## src/rtl/fp_div_arbiter.sv

```systemverilog
// Two-port round-robin arbiter in front of a single-precision divider.
// Restoring mantissa division, truncating normalisation, registered response.
module fp_div_arbiter #(
  parameter logic RR_INIT = 1'b1
) (
  input  logic        clk,
  input  logic        rst,
  input  logic        req0_valid,
  input  logic [31:0] req0_a,
  input  logic [31:0] req0_b,
  output logic        req0_ready,
  input  logic        req1_valid,
  input  logic [31:0] req1_a,
  input  logic [31:0] req1_b,
  output logic        req1_ready,
  output logic        rsp_valid,
  input  logic        rsp_ready,
  output logic [31:0] rsp_result,
  output logic [1:0]  rsp_exc,
  output logic        rsp_id
);

  typedef enum logic [1:0] {
    IDLE,
    DIV,
    NORM,
    RESP
  } state_t;

  state_t      state;
  logic        last;
  logic        id_r;
  logic        sgn;
  logic [7:0]  ea;
  logic [7:0]  eb;
  logic [23:0] mb;
  logic [25:0] rem;
  logic [24:0] quo;
  logic [4:0]  cnt;

  logic        idle;
  logic        acc;
  logic        acc_id;
  logic [31:0] in_a;
  logic [31:0] in_b;
  logic        in_s;
  logic        a_zero;
  logic        b_zero;

  logic        ge;
  logic [23:0] diff;
  logic [25:0] rem_nxt;

  logic        adj;
  logic [22:0] mant;
  logic [9:0]  e;
  logic        ovf;
  logic        unf;

  // Grant: last-served pointer breaks ties, reset forces both low.
  assign idle = (state == IDLE);
  assign req0_ready = ~rst & idle & req0_valid
                    & (~req1_valid | last);
  assign req1_ready = ~rst & idle & req1_valid
                    & (~req0_valid | ~last);

  // Select the granted operands and classify zero operands.
  always_comb begin
    acc    = req0_ready | req1_ready;
    acc_id = req1_ready;
    in_a   = acc_id ? req1_a : req0_a;
    in_b   = acc_id ? req1_b : req0_b;
    in_s   = in_a[31] ^ in_b[31];
    b_zero = (in_b[30:0] == 31'd0);
    a_zero = (in_a[30:0] == 31'd0);
  end

  // One restoring step; remainder stays below 2*mb so 26 bits suffice.
  always_comb begin
    ge      = (rem >= {2'b00, mb});
    diff    = rem[23:0] - mb;
    rem_nxt = ge ? {1'b0, diff, 1'b0}
                 : {rem[24:0], 1'b0};
  end

  // Normalise the 25-bit quotient and range-check the exponent.
  always_comb begin
    adj  = ~quo[24];
    mant = quo[24] ? quo[23:1] : quo[22:0];
    e    = {2'b00, ea} - {2'b00, eb}
         + 10'd127 - {9'd0, adj};
    ovf  = ~e[9] & (e >= 10'd255);
    unf  = e[9] | (e == 10'd0);
  end

  // Control FSM with registered response outputs.
  always_ff @(posedge clk) begin
    if (rst) begin
      state      <= IDLE;
      last       <= RR_INIT;
      id_r       <= 1'b0;
      sgn        <= 1'b0;
      ea         <= 8'd0;
      eb         <= 8'd0;
      mb         <= 24'd0;
      rem        <= 26'd0;
      quo        <= 25'd0;
      cnt        <= 5'd0;
      rsp_valid  <= 1'b0;
      rsp_result <= 32'd0;
      rsp_exc    <= 2'b00;
      rsp_id     <= 1'b0;
    end else begin
      unique case (state)
        IDLE: begin
          if (acc) begin
            last <= acc_id;
            id_r <= acc_id;
            sgn  <= in_s;
            ea   <= in_a[30:23];
            eb   <= in_b[30:23];
            mb   <= {1'b1, in_b[22:0]};
            rem  <= {2'b01, in_a[22:0]};
            quo  <= 25'd0;
            cnt  <= 5'd0;
            if (b_zero) begin
              rsp_result <= {in_s, 8'hFF, 23'd0};
              rsp_exc    <= 2'b11;
              rsp_id     <= acc_id;
              rsp_valid  <= 1'b1;
              state      <= RESP;
            end else if (a_zero) begin
              rsp_result <= {in_s, 31'd0};
              rsp_exc    <= 2'b00;
              rsp_id     <= acc_id;
              rsp_valid  <= 1'b1;
              state      <= RESP;
            end else begin
              state <= DIV;
            end
          end
        end
        DIV: begin
          quo <= {quo[23:0], ge};
          rem <= rem_nxt;
          cnt <= cnt + 5'd1;
          if (cnt == 5'd24) begin
            state <= NORM;
          end
        end
        NORM: begin
          if (ovf) begin
            rsp_result <= {sgn, 8'hFF, 23'd0};
            rsp_exc    <= 2'b10;
          end else if (unf) begin
            rsp_result <= {sgn, 31'd0};
            rsp_exc    <= 2'b01;
          end else begin
            rsp_result <= {sgn, e[7:0], mant};
            rsp_exc    <= 2'b00;
          end
          rsp_id    <= id_r;
          rsp_valid <= 1'b1;
          state     <= RESP;
        end
        RESP: begin
          if (rsp_ready) begin
            rsp_valid <= 1'b0;
            state     <= IDLE;
          end
        end
        default: state <= IDLE;
      endcase
    end
  end

endmodule

```

## config.mk

```make
export PLATFORM = sky130hd
export DESIGN_NAME = fp_div_arbiter
export DESIGN_NICKNAME = d
export VERILOG_FILES = /design/src/rtl/fp_div_arbiter.sv
export SDC_FILE = /design/constraint.sdc
export NUM_CORES = 1
export LEC_CHECK = 0
export CAP_MARGIN = 20
export CORE_MARGIN = 4
export CORE_UTILIZATION = 55
export DETAILED_ROUTE_END_ITERATION = 7
export DONT_BUFFER_PORTS = 1
export HOLD_SLACK_MARGIN = 0.05
export PLACE_DENSITY = 0.7
export SETUP_SLACK_MARGIN = 0.1
export SYNTH_ARGS = -nofsm -noshare
export SYNTH_HDL_FRONTEND = slang
export SYNTH_SLANG_ARGS = --single-unit
```

## constraint.sdc

```tcl
create_clock -name clk -period 6.2 [get_ports clk]
set_clock_uncertainty 0.1 [all_clocks]
set_input_delay 1.24 -clock clk [delete_from_list [all_inputs] [get_ports clk]]
set_output_delay 1.24 -clock clk [all_outputs]
set_load 0.05 [all_outputs]
```

### After elaboration in Yosys (flattened, before gate mapping)

Cells that the tools add are included.

| word-level totals | value |
|---|---|
| register bits after elaboration | 137 |

| operators by class | value |
|---|---|
| $add $sub $neg | 5 |
| order comparisons | 2 |
| eq/ne operators | 8 |
| muxes and demuxes | 37 |
| bitwise logic cells | 17 |
| reduce and logical (&&, ||, !) cells | 12 |

Operator list:

| cell | count |
|---|---|
| 32-bit 2-to-1 mux | 5 |
| 32-bit one-hot mux with 2 select lines | 1 |
| 31-bit zero test | 2 |
| 31-bit 2-to-1 mux | 2 |
| 26-bit 2-to-1 mux | 2 |
| 26-bit one-hot mux with 2 select lines | 1 |
| 25-bit one-hot mux with 2 select lines | 1 |
| 26-bit by 24-bit greater-or-equal comparator with 1-bit output | 1 |
| 25-bit 2-to-1 mux | 1 |
| 24-bit subtractor | 1 |
| 23-bit 2-to-1 mux | 1 |
| 2-bit 2-to-1 mux | 9 |
| 9-bit by 8-bit adder with 10-bit output (second input constant) | 1 |
| 10-bit by 8-bit greater-or-equal comparator with 1-bit output (second input constant) | 1 |
| 10-bit zero test | 1 |
| 5-bit one-hot mux with 2 select lines | 1 |
| 10-bit by 1-bit subtractor with 10-bit output | 1 |
| 8-bit by 8-bit subtractor with 9-bit output | 1 |
| 1-bit 2-to-1 mux | 8 |
| 2-bit one-hot mux with 4 select lines | 1 |
| 1-bit AND | 6 |
| 1-bit inverter | 6 |
| 3-bit AND reduction | 2 |
| 5-bit by 1-bit adder with 5-bit output (second input constant) | 1 |
| other kinds (17) | 24 |

### Longest topological paths before layout

Gate-level depths: netlist of the first run.

| logic depth | value |
|---|---|
| word-level depth | 10 |
| depth in mapped cells | 19 |
| gate-level depth less buffers | 18 |

### Worst setup path before layout of the first run

No wires, ideal clock.

| path | value |
|---|---|
| kind | input-to-output |
| start | in rst |
| end | out req0_ready |
| arrival | 2.677 ns |
| path slack | 2.183 ns |
| stages | 5 |
| path buffers | 2 |
| path through | and2b_1 nand3_2 clkinv_1 clkbuf_1 buf_1 |

| on the way | value |
|---|---|
| word-level cells in the longest chain between the ends | 4 |

Ends and longest elaborated chain:

| what | RTL line | source |
|---|---|---|
| start: declaration | 7 | `input logic rst,` |
| 1-bit inverter | 62 | `assign req0_ready = ~rst & idle & req0_valid` |
| 1-bit AND (2 in a row) | 62 |  |
| 1-bit AND | 63 | `& (~req1_valid \| last);` |
| end: declaration | 11 | `output logic req0_ready,` |

No other way between the ends.

### Worst setup path in the final report of the first run

| path | value |
|---|---|
| start | reg eb[0] |
| end | reg rsp_result[11] |

| on the way | value |
|---|---|
| word-level cells in the longest chain between the ends | 8 |
| elaborated cells on any way between the ends | 11 |
| classes of those cells | add/sub: 3; order compare: 1; mux: 3; bitwise: 3; reduce/logical: 1 |

Ends and longest elaborated chain:

| what | RTL line | source |
|---|---|---|
| start: declaration | 35 | `logic [7:0] eb;` |
| start signal: assignment | 121 | `eb <= in_b[30:23];` |
| 8-bit by 8-bit subtractor with 9-bit output (*) | 90 | `e = {2'b00, ea} - {2'b00, eb}` |
| 9-bit by 8-bit adder with 10-bit output (*) | 91 | `+ 10'd127 - {9'd0, adj};` |
| 10-bit by 1-bit subtractor with 10-bit output (*) | 91 |  |
| branches (longest 3 deep; another with 10-bit by 8-bit greater-or-equal comparator with 1-bit output) | n/a |  |
| 31-bit 2-to-1 mux (*) | 152 | `if (ovf) begin` |
| 32-bit one-hot mux with 2 select lines (*) | 114 | `unique case (state)` |
| end signal: assignment | 153 | `rsp_result <= {sgn, 8'hFF, 23'd0};` |
| end signal: assignment | 156 | `rsp_result <= {sgn, 31'd0};` |
| end signal: assignment | 159 | `rsp_result <= {sgn, e[7:0], mant};` |
| end: declaration | 18 | `output logic [31:0] rsp_result,` |

Every way passes the cells marked *.
A chain may end at the register's enable or synchronous reset.

==> impl_metrics.env, run 1 <==
export IMPL_die_area_um2=17400
export IMPL_rsz0062_at_grt="false"
export IMPL_grtUsageTotal=0.259
export IMPL_synth_nets=1240
export IMPL_placed_cells=1195
export IMPL_r2r_start="eb[0]"
export IMPL_fp_row_count=45
export IMPL_stdcell_count=1228
export IMPL_worstHoldPathType="reg2reg"
export IMPL_leakagePower_uw=0.00335
export IMPL_whs_path_depth=2
export IMPL_fin_ws_ns=1.78
export IMPL_cts_tree="built"
export IMPL_nFillCells=1398
export IMPL_grt_overflow=0
export IMPL_worstSetupStartpointType="register"
export IMPL_final_common_cell="nand2_1"
export IMPL_dpl_hpwl_um=17000
export IMPL_cp_data_required_time_ns=6.44
export IMPL_ff2ff_path_depth=16
export IMPL_p_sw_frac=0.430
export IMPL_dr_pass1_iters=5
export IMPL_tns_ns=0
export IMPL_num_nets_final=1208
export IMPL_setup_viol=0
export IMPL_syn_inst=1059
export IMPL_hold_viol=0
export IMPL_fin_util=0.604
export IMPL_setup_worst_path_end_class="register"
export IMPL_dr_total_vias=7669
export IMPL_ioPinCount=171
export IMPL_cp_slowest_cell="a311oi_2"
export IMPL_synth_flop_cell="dfxtp_1"
export IMPL_ys_ff_latch=137
export IMPL_switchingPower_uw=2190
export IMPL_critical_path_depth=16
export IMPL_fin_crit_sh=0.713
export IMPL_status="finished, final reports clean"
export IMPL_antennaDiodeCount=0
export IMPL_r2r_end="rsp_result[11]"
export IMPL_crit_family="compound AO/OA/AOI/OAI gates"
export IMPL_power_density_nw_per_um2=556
export IMPL_slew_viol_final=0
export IMPL_synth_edf_count=0
export IMPL_grt_max_degree=123
export IMPL_seqPwrFrac=0.218
export IMPL_ir_drop_mv=0.291
export IMPL_wirelength_um=23100
export IMPL_ys_types=76
export IMPL_core_um2=15100
export IMPL_post_cts_setup_buffers=0
export IMPL_drt_iter0_drc=618
export IMPL_cts_max_level=4
export IMPL_place_ws_ns=1.35
export IMPL_most_common_layout_cells="nand2_1, dfxtp_1, nor2_1"
export IMPL_cts_buffers=17
export IMPL_clk_pin_slew_worst_paths_ns=0.06
export IMPL_p_int_uw=2900
export IMPL_crit_fanout=23
export IMPL_slew_headroom=0.443
export IMPL_worstSetupPathType="reg2reg"
export IMPL_ys_seq_area_frac=0.324
export IMPL_io_buffers=0
export IMPL_cts_buffer_depth=2
export IMPL_gp_congestion=0.920
export IMPL_clk_latency_ns=0.43
export IMPL_synthesis_area_um2=8460
export IMPL_hold_buffers=0
export IMPL_hold_end="mb[23]"
export IMPL_antenna_found_initial=1
export IMPL_grt_pass1_wl_um=36900
export IMPL_drv_cap=0
export IMPL_wl_per_cell_um=18.8
export IMPL_critPathBufInv=2
export IMPL_ys_warn_count=0
export IMPL_cp_slowest_stage_delay_ns=0.53
export IMPL_arrival_ns=4.66
export IMPL_rrSetupSlack_ns=1.78
export IMPL_cts_root_buf="clkbuf_16"
export IMPL_postRouteAntennaNets=0
export IMPL_avgSynthCellArea_um2=7.99
export IMPL_holdCritStartpoint="mb[23]"
export IMPL_drive_gt1_frac=0.0952
export IMPL_fin_crit_ns=4.42
export IMPL_crit_chain="ha_1 > inv_1 > fa_1 > a21o_1 > a21oi_2 > xnor2_1 > inv_1 > ha_1 > o21ai_0 > nand2b_1 > o31ai_1 > a21o_1 > a311oi_2 > and2b_2 > nand3b_4 > o21ai_0"
export IMPL_cts_resized=0
export IMPL_holdWs_ns=0.367
export IMPL_dieWidth_um=132
export IMPL_cts_sinks=137
export IMPL_drc=0
export IMPL_grt_pass1_vias=7179
export IMPL_worst_pin_slew_ns=0.830
export IMPL_p_clk_frac=0.204
export IMPL_pwr_share_comb=0.579
export IMPL_async_reset_ff_frac=0
export IMPL_start_util=0.558
export IMPL_syn_to_final_growth_pct=8.21
export IMPL_viasPerCell=6.25
export IMPL_die_height_um=132
export IMPL_fmax_ghz=0.226
==> cells in the mapped netlist (3+ instances only) <==
cell type | number | share of area
o31ai_1 | 4 | 0.0036
xnor2_1 | 24 | 0.025
a21oi_1 | 64 | 0.038
nand2b_1 | 3 | 0.0022
nor4_1 | 31 | 0.023
o221ai_1 | 5 | 0.0052
nand4_1 | 13 | 0.0096
o21ai_0 | 27 | 0.016
nor2_1 | 117 | 0.052
nor3_1 | 22 | 0.013
mux2_2 | 9 | 0.012
ha_1 | 45 | 0.067
nor3b_1 | 3 | 0.0027
nand4b_1 | 5 | 0.0052
a21o_1 | 15 | 0.013
o21a_1 | 7 | 0.0062
a22oi_1 | 31 | 0.028
a221o_1 | 6 | 0.0071
buf_2 | 4 | 0.0024
and3_1 | 5 | 0.0037
nand2_1 | 157 | 0.070
a211oi_1 | 8 | 0.0071
fa_1 | 3 | 0.0071
mux2i_1 | 30 | 0.036
a31oi_1 | 6 | 0.0044
buf_1 | 9 | 0.0040
a221oi_1 | 9 | 0.0093
xor2_1 | 10 | 0.010
inv_1 | 57 | 0.025
or2_2 | 4 | 0.0030
o21ai_1 | 5 | 0.0030
nor2b_1 | 6 | 0.0044
o211ai_1 | 5 | 0.0044
nand3_1 | 4 | 0.0024
buf_6 | 3 | 0.0040
and2_1 | 3 | 0.0022
a211o_1 | 3 | 0.0031
a311oi_1 | 40 | 0.041
o22ai_1 | 4 | 0.0030
dfxtp_1 | 137 | 0.32
o21bai_1 | 5 | 0.0044
clkbuf_1 | 44 | 0.020
and2b_2 | 4 | 0.0041
o21ai_2 | 19 | 0.020
==> worst register-to-register path: stages (launching register included) <==
cell      delay (ns)
dfxtp_1         0.36
ha_1            0.18
inv_1           0.05
fa_1            0.39
a21o_1          0.21
a21oi_2         0.18
xnor2_1         0.23
inv_1           0.22
ha_1            0.40
o21ai_0         0.14
nand2b_1        0.14
o31ai_1         0.08
a21o_1          0.20
a311oi_2        0.53
and2b_2         0.32
nand3b_4        0.33
o21ai_0         0.29
==> metrics by stage <==
stage               instance area (µm²)  total power, µW
floorplan                          8460             3500
global placement                   8530             4000
detailed placement                 8530             4020
CTS                                9140             5080
global route                       9150             5490
finish                             9150             5090
==> registers in the layout, summed over array words and instances, names as in the netlist, 2 cells and up <==
name        cells
cnt             5
ea              8
eb              8
mb             24
quo            25
rem            26
rsp_exc         2
rsp_result     32
state           2
==> area by class of cell <==
cell class	instances	area, µm²	area share
clock buffer	20	467	0.0510
clock inverter	12	136	0.0149
multi-input combinational	803	5280	0.576
sequential	137	2740	0.300
tap	188	235	0.0257
timing repair buffer	9	75.1	0.00820
inverter	59	221	0.0242
==> routing by layer <==
metal | vias to the layer above | global-route usage | share of wire
li1 | 3778 | - | -
met1 | 3593 | 0.327 | 0.42
met2 | 241 | 0.420 | 0.47
met3 | 55 | 0.0725 | 0.075
met4 | 2 | 0.107 | 0.037
met5 | - | 0 | 0.00061
==> power groups by stage <==
| stage | Sequential, µW | Combinational [µW] | Clock [µW] |
|---|---|---|---|
| 6_report | 1110 | 2940 | 1040 |
| 5_1_grt | 1120 | 3270 | 1090 |
| 4_1_cts | 1110 | 2920 | 1050 |
| 3_5_place_dp | 1130 | 2900 | 0 |
| 3_3_place_gp | 1120 | 2880 | 0 |
| 2_1_floorplan | 1090 | 2410 | 0 |
==> logic make-up (layout without fill, tap and decap cells) <==
kind of cell    after synthesis  count (layout)  share of synthesized area
flops                       137             137                      0.324
mux                          39              39                     0.0475
buf+inv                     119             100                     0.0561
simple gates                392             392                      0.213
fa+ha+maj                    48              48                     0.0737
xor+xnor                     34              34                     0.0352
compound gates              290             290                      0.250
==> how the worst max path moves through the flow <==
stage	start	end	slack [ns]
after CTS	eb[0]	rsp_result[11]	1.75
after floorplan	rst	req0_ready	2.18
final	eb[0]	rsp_result[11]	1.78
after detailed placement	rst	rsp_result[25]	1.35
after global placement	rst	rsp_result[23]	1.42
after global routing	eb[0]	rsp_result[11]	1.44
Note: power is estimated with default switching activity, not from simulation.
==> inputs of run 2 (changes only) <==
- clock period: 6.2 -> 4.4 ns (I/O delays scaled with it)
==> impl_metrics.env, run 2 (synthesis results as in run 1) <==
export IMPL_arrival_ns=4.50
export IMPL_core_um2=15100
export IMPL_most_common_layout_cells="nand2_1, dfxtp_1, nor2_1"
export IMPL_cts_buffers=17
export IMPL_worstHoldPathType="reg2reg"
export IMPL_power_density_nw_per_um2=790
export IMPL_ir_drop_mv=0.501
export IMPL_drive_gt1_frac=0.120
export IMPL_dr_pass1_iters=8
export IMPL_status="finished, final reports clean"
export IMPL_grt_pass1_vias=7329
export IMPL_antenna_found_initial=0
export IMPL_cts_tree="built"
export IMPL_tns_ns=0
export IMPL_hold_viol=0
export IMPL_setup_viol=0
export IMPL_worst_pin_slew_ns=1.03
export IMPL_gp_congestion=0.933
export IMPL_wirelength_um=24000
export IMPL_io_buffers=0
export IMPL_syn_to_final_growth_pct=10.6
export IMPL_ff_latch_area_um2=2750
export IMPL_wl_per_cell_um=19.3
export IMPL_dpl_hpwl_um=17400
export IMPL_fp_row_count=45
export IMPL_cts_buffer_depth=2
export IMPL_regMostFlops="rsp_result"
export IMPL_grt_max_degree=123
export IMPL_clk_latency_ns=0.43
export IMPL_cp_data_required_time_ns=4.66
export IMPL_cts_root_buf="clkbuf_16"
export IMPL_slew_viol_final=0
export IMPL_grtUsageTotal=0.266
export IMPL_multi_input_area_um2=5340
export IMPL_antennaDiodeCount=0
export IMPL_fin_crit_ns=4.23
export IMPL_dr_total_vias=7822
export IMPL_leakagePower_uw=0.00346
export IMPL_clk_pin_slew_worst_paths_ns=0.06
export IMPL_fmax_ghz=0.236
export IMPL_rsz0062_at_grt="false"
export IMPL_fin_crit_sh=0.962
export IMPL_worstSetupStartpointType="register"
export IMPL_cts_sinks=137
export IMPL_drc=0
export IMPL_grt_overflow=0
export IMPL_postRouteAntennaNets=0
export IMPL_drt_iter0_drc=631
export IMPL_setup_worst_path_end_class="register"
export IMPL_totalPowerFinal_uw=7390
export IMPL_cts_max_level=4
export IMPL_worstSetupPathType="reg2reg"
export IMPL_reg_top3="rsp_result: 32 flops, rem: 26 flops, quo: 25 flops"
export IMPL_num_nets_final=1225
export IMPL_start_util=0.558
export IMPL_crit_fanout=7
export IMPL_slew_headroom=0.307
export IMPL_final_common_cell="nand2_1"
export IMPL_nFillCells=1346
export IMPL_die_height_um=132
export IMPL_dieWidth_um=132
export IMPL_die_area_um2=17400
export IMPL_viasPerCell=6.29
export IMPL_drv_cap=0
export IMPL_ioPinCount=171
export IMPL_grt_pass1_wl_um=37600
export IMPL_largest_register_ffs=32
## run 2: cell count changes in the layout (fill, tap and decap cells not counted), sizes merged
| cell | previous run | this run |
|---|---|---|
| buf | 9 | 25 |
| clkbuf | 20 | 18 |
| clkinv | 3 | 7 |
| clkinvlp | 3 | 1 |
| inv | 63 | 62 |
## run 2: worst paths after layout
check	startpoint	end	slack, ns	depth (start not counted)
max	eb[1]	rsp_result[3]	0.17	19
min	mb[23]	mb[23]	0.36	2
max reg2reg	eb[1]	rsp_result[3]	0.17	19
min reg2reg	mb[23]	mb[23]	0.36	2
## run 2: layout make-up
type	count	area share
repair buffers	26	0.0258
inverters	59	0.0237
clock buffers	17	0.0455
well taps	188	0.0252
multi-input cells	803	0.571
flip-flops and latches	137	0.294
clock inverters	13	0.0158
## run 2: power breakdown
| group | total, µW | switching, µW | internal, µW | leakage (µW) |
|---|---|---|---|---|
| Sequential | 1570 | 153 | 1410 | 0.00112 |
| Combinational | 4410 | 2500 | 1920 | 0.00207 |
| Clock | 1410 | 577 | 834 | 0.000280 |
| Total | 7390 | 3220 | 4170 | 0.00346 |
## run 2: per-stage QoR
stage / cells / util / hold slack [ns] / setup WS [ns] / instance area, µm²
2_1_floorplan: 1059 / - / 0.338 / 0.610 / 8460
3_3_place_gp: 1203 / 0.568 / 0.346 / 0.242 / 8610
3_5_place_dp: 1203 / 0.568 / 0.355 / 0.117 / 8610
4_1_cts: 1235 / 0.608 / 0.363 / 0.197 / 9210
5_1_grt: 1243 / 0.618 / 0.392 / 0.0319 / 9350
6_report: 1243 / 0.618 / 0.365 / 0.168 / 9350
## run 2: routing by layer
| layer | routed length, µm | vias up | GRT usage |
|---|---|---|---|
| li1 | - | 3811 | - |
| met1 | 9930 | 3652 | 0.328 |
| met2 | 11300 | 313 | 0.435 |
| met3 | 1950 | 46 | 0.0763 |
| met4 | 857 | 0 | 0.117 |
| met5 | 0 | - | 0 |
## run 2: repair_timing
action,CTS,global route
setup buffers,2,7
gates resized for setup,0,19
hold buffers,0,0
setup endpoints to repair,5,31
cloned,0,1
pin swaps,0,14
## run 2: worst max-delay path, cell delays in order, from the launching register on
cell and delay [ns]:
dfxtp_2 0.32, inv_2 0.08, ha_4 0.20, nor2b_4 0.12, o31a_1 0.36, o311a_4 0.41, nor2_2 0.11, nor2_1 0.04
nor2_1 0.12, xnor2_1 0.14, ha_1 0.30, and2b_2 0.23, nand3b_1 0.10, mux2i_1 0.09, or4_4 0.53, nor2_4 0.12
o211ai_1 0.15, nand3b_4 0.29, clkbuf_16 0.22, o21ai_2 0.11
